[src/rtl/wbgpio_irq.sv]
// Wishbone GPIO controller with per-pin direction control and latched, per-edge
// interrupts. Writes to DATA and DIR use the masked set/clear form; PEND is write-1-to-clear.
module wbgpio_irq #(
  parameter int          NPINS       = 16,
  parameter logic [15:0] DEFAULT_OUT = 16'h0000,
  parameter logic [15:0] DEFAULT_OE  = 16'h0000
) (
  input  logic             i_clk,
  input  logic             i_reset_n,
  input  logic             i_wb_cyc,
  input  logic             i_wb_stb,
  input  logic             i_wb_we,
  input  logic [1:0]       i_wb_addr,
  input  logic [31:0]      i_wb_data,
  output logic             o_wb_ack,
  output logic             o_wb_stall,
  output logic [31:0]      o_wb_data,
  input  logic [NPINS-1:0] i_gpio,
  output logic [NPINS-1:0] o_gpio,
  output logic [NPINS-1:0] o_gpio_oe,
  output logic             o_int
);

  typedef enum logic [1:0] {
    REG_DATA  = 2'd0,
    REG_DIR   = 2'd1,
    REG_IRQEN = 2'd2,
    REG_PEND  = 2'd3
  } reg_addr_t;

  logic [NPINS-1:0] sync_x, sync_s, sync_p;
  logic [NPINS-1:0] rise_en, fall_en, pend;
  logic [NPINS-1:0] rise, fall, pend_clr;
  logic [NPINS-1:0] wr_mask, wr_val;
  logic [15:0]      s_pad, out_pad, oe_pad, rise_en_pad, fall_en_pad, pend_pad;
  logic [31:0]      rd_mux;
  logic             xfer, wr_en, rd_en;
  reg_addr_t        addr;

  assign o_wb_stall = 1'b0;
  assign xfer  = i_wb_cyc & i_wb_stb;
  assign wr_en = xfer & i_wb_we;
  assign rd_en = xfer & ~i_wb_we;
  assign addr  = reg_addr_t'(i_wb_addr);

  assign wr_mask = i_wb_data[16 +: NPINS];
  assign wr_val  = i_wb_data[0 +: NPINS];

  assign rise = sync_s & ~sync_p;
  assign fall = ~sync_s & sync_p;

  always_comb begin
    s_pad       = '0;
    out_pad     = '0;
    oe_pad      = '0;
    rise_en_pad = '0;
    fall_en_pad = '0;
    pend_pad    = '0;
    pend_clr    = '0;
    s_pad[NPINS-1:0]       = sync_s;
    out_pad[NPINS-1:0]     = o_gpio;
    oe_pad[NPINS-1:0]      = o_gpio_oe;
    rise_en_pad[NPINS-1:0] = rise_en;
    fall_en_pad[NPINS-1:0] = fall_en;
    pend_pad[NPINS-1:0]    = pend;
    if (wr_en && addr == REG_PEND) pend_clr = wr_val;
    unique case (addr)
      REG_DATA:  rd_mux = {s_pad, out_pad};
      REG_DIR:   rd_mux = {16'h0000, oe_pad};
      REG_IRQEN: rd_mux = {fall_en_pad, rise_en_pad};
      REG_PEND:  rd_mux = {16'h0000, pend_pad};
      default:   rd_mux = '0;
    endcase
  end

  // Pad inputs are asynchronous: two flops to synchronise, a third to remember the previous level.
  always_ff @(posedge i_clk or negedge i_reset_n) begin
    if (!i_reset_n) begin
      sync_x <= '0;
      sync_s <= '0;
      sync_p <= '0;
    end else begin
      sync_x <= i_gpio;
      sync_s <= sync_x;
      sync_p <= sync_s;
    end
  end

  always_ff @(posedge i_clk or negedge i_reset_n) begin
    if (!i_reset_n) begin
      o_gpio    <= DEFAULT_OUT[NPINS-1:0];
      o_gpio_oe <= DEFAULT_OE[NPINS-1:0];
      rise_en   <= '0;
      fall_en   <= '0;
    end else if (wr_en) begin
      unique case (addr)
        REG_DATA:  o_gpio    <= (o_gpio & ~wr_mask) | (wr_val & wr_mask);
        REG_DIR:   o_gpio_oe <= (o_gpio_oe & ~wr_mask) | (wr_val & wr_mask);
        REG_IRQEN: begin
          rise_en <= wr_val;
          fall_en <= wr_mask;
        end
        default: ;
      endcase
    end
  end

  // A newly detected enabled edge overrides a simultaneous clear of the same bit.
  always_ff @(posedge i_clk or negedge i_reset_n) begin
    if (!i_reset_n) begin
      pend  <= '0;
      o_int <= 1'b0;
    end else begin
      pend  <= (pend & ~pend_clr) | (rise & rise_en) | (fall & fall_en);
      o_int <= |pend;
    end
  end

  always_ff @(posedge i_clk or negedge i_reset_n) begin
    if (!i_reset_n) begin
      o_wb_ack  <= 1'b0;
      o_wb_data <= '0;
    end else begin
      o_wb_ack <= xfer;
      if (rd_en) o_wb_data <= rd_mux;
    end
  end

endmodule

[config.mk]
export PLATFORM = sky130hd
export DESIGN_NAME = wbgpio_irq
export DESIGN_NICKNAME = d
export VERILOG_FILES = /design/src/rtl/wbgpio_irq.sv
export SDC_FILE = /design/constraint.sdc
export NUM_CORES = 1
export LEC_CHECK = 0
export CAP_MARGIN = 20
export CORE_ASPECT_RATIO = 1.2
export CORE_MARGIN = 3
export CORE_UTILIZATION = 45
export CTS_CLUSTER_SIZE = 25
export DETAILED_ROUTE_END_ITERATION = 8
export PLACE_DENSITY = 0.82
export SLEW_MARGIN = 20
export SYNTH_ARGS = -nofsm -noshare
export SYNTH_HDL_FRONTEND = slang
export SYNTH_SLANG_ARGS = --single-unit
[constraint.sdc]
create_clock -name i_clk -period 1.8 [get_ports i_clk]
set_clock_uncertainty 0.1 [all_clocks]
set_input_delay 0.27 -clock i_clk [delete_from_list [all_inputs] [get_ports i_clk]]
set_output_delay 0.27 -clock i_clk [all_outputs]
set_load 0.02 [all_outputs]
==> impl_metrics.yaml <==
hold_path:
  min-delay-start: "i_gpio[6]"
  whs_path_depth: 1
  hold_class: "input pin to flip-flop"
  min_to: "sync_x[6]"
power_and_ir_drop:
  total_leakage_power_nw: 4.454
  vdd.ir_drop.worst_mv: 0.7727
  powerDensity_nw_per_um2: 1145
  p_total_mw: 10.16
placement:
  placedCellCount: 823
  place_congestion: 0.7928
  port_buffers: 120
  place_ws_ns: -0.2272
  hpwl_microns: 10840
die:
  die_y_microns: 139.4
  die_area_sq_um: 16340
  num_io_pins: 122
  num_rows: 48
  die_w_microns: 117.2
  core_area_sq_um: 14470
  start_util_pct: 46.14
setup_path:
  path_class: "flip-flop to primary output"
  cpPeakStageDelay_ns: 0.62
  crit_required_ns: 1.43
  crit_buf_inv: 1
  timing.rr.start: "pend[14]"
  crit_chain: "clkdlybuf4s50_1"
  arrival_ns: 1.40
  end_kind: "primary output"
  cp-start-kind: "flip-flop"
  r2r_setup_slack_ns: 0.66
  worst_r2r_path_depth: 2
  crit_family: "buffers and inverters"
  crit_path_top_delay_cell: "clkdlybuf4s50_1"
  critPathMaxFanout: 2
  reg2reg_to: "o_int"
timing:
  rsz0062_at_grt: "false"
  period_minus_slack_ns: 1.769
  max_clock_freq_ghz: 0.5652
  setup_tns_ns: 0
  fin_ws_ns: 0.03085
  setup_viol: 0
  hold_viol: 0
  period_share_pct: 98.29
  drv_slew: 0
logic_synthesis:
  yosysSeqAreaShare_pct: 60.71
  ys_seq_elements: 162
  netlist_area_sq_um: 6678
  synth.avg_cell_area_sq_um: 13.12
  syn-instance-count: 509
  synth.distinct_cells: 27
  synth_nets: 564
  synth-warning-count: 0
layout:
  drive_gt1_share_pct: 18.17
  final_cells: 855
  nets: 698
  syn_to_final_growth_pct: 32.86
  antennaDiodeCount: 0
route:
  num_vias: 4559
  drtAntennaViolNets: 0
  dr.first_iter.drc_count: 257
  avgRoutedWirePerCell_microns: 18.84
  wl_microns: 16110
  vias_per_cell: 5.332
  drc_errors: 0
  firstDrtPassIters: 5
clock_tree:
  root_buffer: "clkbuf_16"
  cts_made_buffers: 17
  cts_tree: "yes"
  clk_pin_slew_ns: 0.06
  htreeDepth: 4
  cts_max_path_buffers: 2
  cts_num_sinks: 162
  clk_latency_ns: 0.42
global_route:
  grt_pass1_vias: 4952
  grt_pass1_wl_microns: 26030
  grt_max_degree: 54
  grt_overflow_total: 0
  grtUsageTotal_pct: 20.71
  antenna_found_initial: 0
run_status:
  status: "completed"
flow_run:
  maxCapViolCount: 0
==> stage by stage <==
stage               util, %  hold WS [ns]  cell area [sq um]
global placement      56.87        0.1439               8232
global route          61.30        0.1617               8872
floorplan                 -       -0.1256               6678
detailed placement    56.87        0.1500               8232
finish                61.30        0.1784               8872
CTS                   60.73        0.1641               8790
==> synth_stat cells (all sizes together) <==
cell type,n,area (sq um)
and2,1,6.260
buf,16,105.1
nor2,33,123.9
nor4,4,25.02
nand4,2,12.51
conb,1,3.750
mux2,64,833.3
inv,4,15.01
nand2,61,229.0
nand2b,16,100.1
a21o,2,15.01
o2111ai,1,8.760
o31ai,16,120.1
or2,2,12.52
mux2i,48,480.5
clkbuf,11,41.29
nand3b,19,142.6
nand4b,1,23.77
o221ai,18,157.7
o21ai,14,70.07
dfrtp,162,4054
o211ai,13,97.59
==> cell families after synthesis <==
family | after synthesis | synth area share, %
flip-flops | 162 | 60.71
AND/OR/NAND/NOR | 139 | 10.12
multiplexers | 112 | 19.67
AO/OA/AOI/OAI | 64 | 7.026
buffers and inverters | 31 | 2.417
other | 1 | 0.05616
==> how the worst max path moves through the flow <==
stage | start | endpoint | slack (ns) | cells past startpoint
3_5_place_dp | i_wb_we | rise_en[2] | -0.23 | 5
3_3_place_gp | i_wb_cyc | rise_en[7] | -0.20 | 5
6_report | o_wb_data[1] | o_wb_data[1] | 0.03 | 1
5_1_grt | o_wb_data[7] | o_wb_data[7] | 0.0007 | 1
4_1_cts | flip-flop | o_gpio[0] | 0.0004 | 1
2_1_floorplan | i_wb_addr[0] | fall_en[0] | 0.19 | 6
==> what timing repair did <==
action,in CTS,in global routing
setup buffers,0,0
endpoints found under the hold margin,46,0
resized for setup,27,33
pin swaps,0,0
setup endpoints to repair,27,33
hold buffers,1,0
==> placed cells by master, fill, tap and decap left out, types with 3 or more instances in the layout <==
master	count
nor4_1	4
mux2_4	30
mux2i_1	48
clkbuf_8	3
nand2_1	61
o21ai_0	14
o211ai_1	13
buf_12	8
o221ai_1	18
dlymetal6s2s_1	33
mux2_2	34
buf_4	13
dfrtp_1	162
dlygate4sd2_1	27
nand2b_1	16
o31ai_1	16
inv_1	4
nor2_1	33
clkbuf_1	3
nand3b_1	19
clkdlybuf4s50_1	57
clkbuf_16	17
clkinvlp_4	4
==> layer usage <==
| metal | vias to the layer above | global-route usage (%) | wire, microns |
|---|---|---|---|
| li1 | 2080 | - | - |
| met1 | 2314 | 26.63 | 6678 |
| met2 | 142 | 34.15 | 8288 |
| met3 | 23 | 4.872 | 909 |
| met4 | 0 | 7.005 | 234 |
| met5 | - | 0 | 0 |
==> layout make-up <==
cell class / instances / area (sq um)
flip-flops and latches: 162 / 4054
well taps: 200 / 250.2
multi-input cells: 316 / 2462
clock inverters: 8 / 103.9
inverters: 4 / 15.01
fillers: 1092 / 5602
clock buffers: 23 / 478.0
repair buffers: 142 / 1509
==> where the power goes <==
part	leakage (nW)	switching (mW)	internal, mW
logic	2.23	0.977	1.04
registers	1.95	0.415	4.19
clock network	0.271	1.40	2.14
Note: power is estimated with default switching activity, not from simulation.
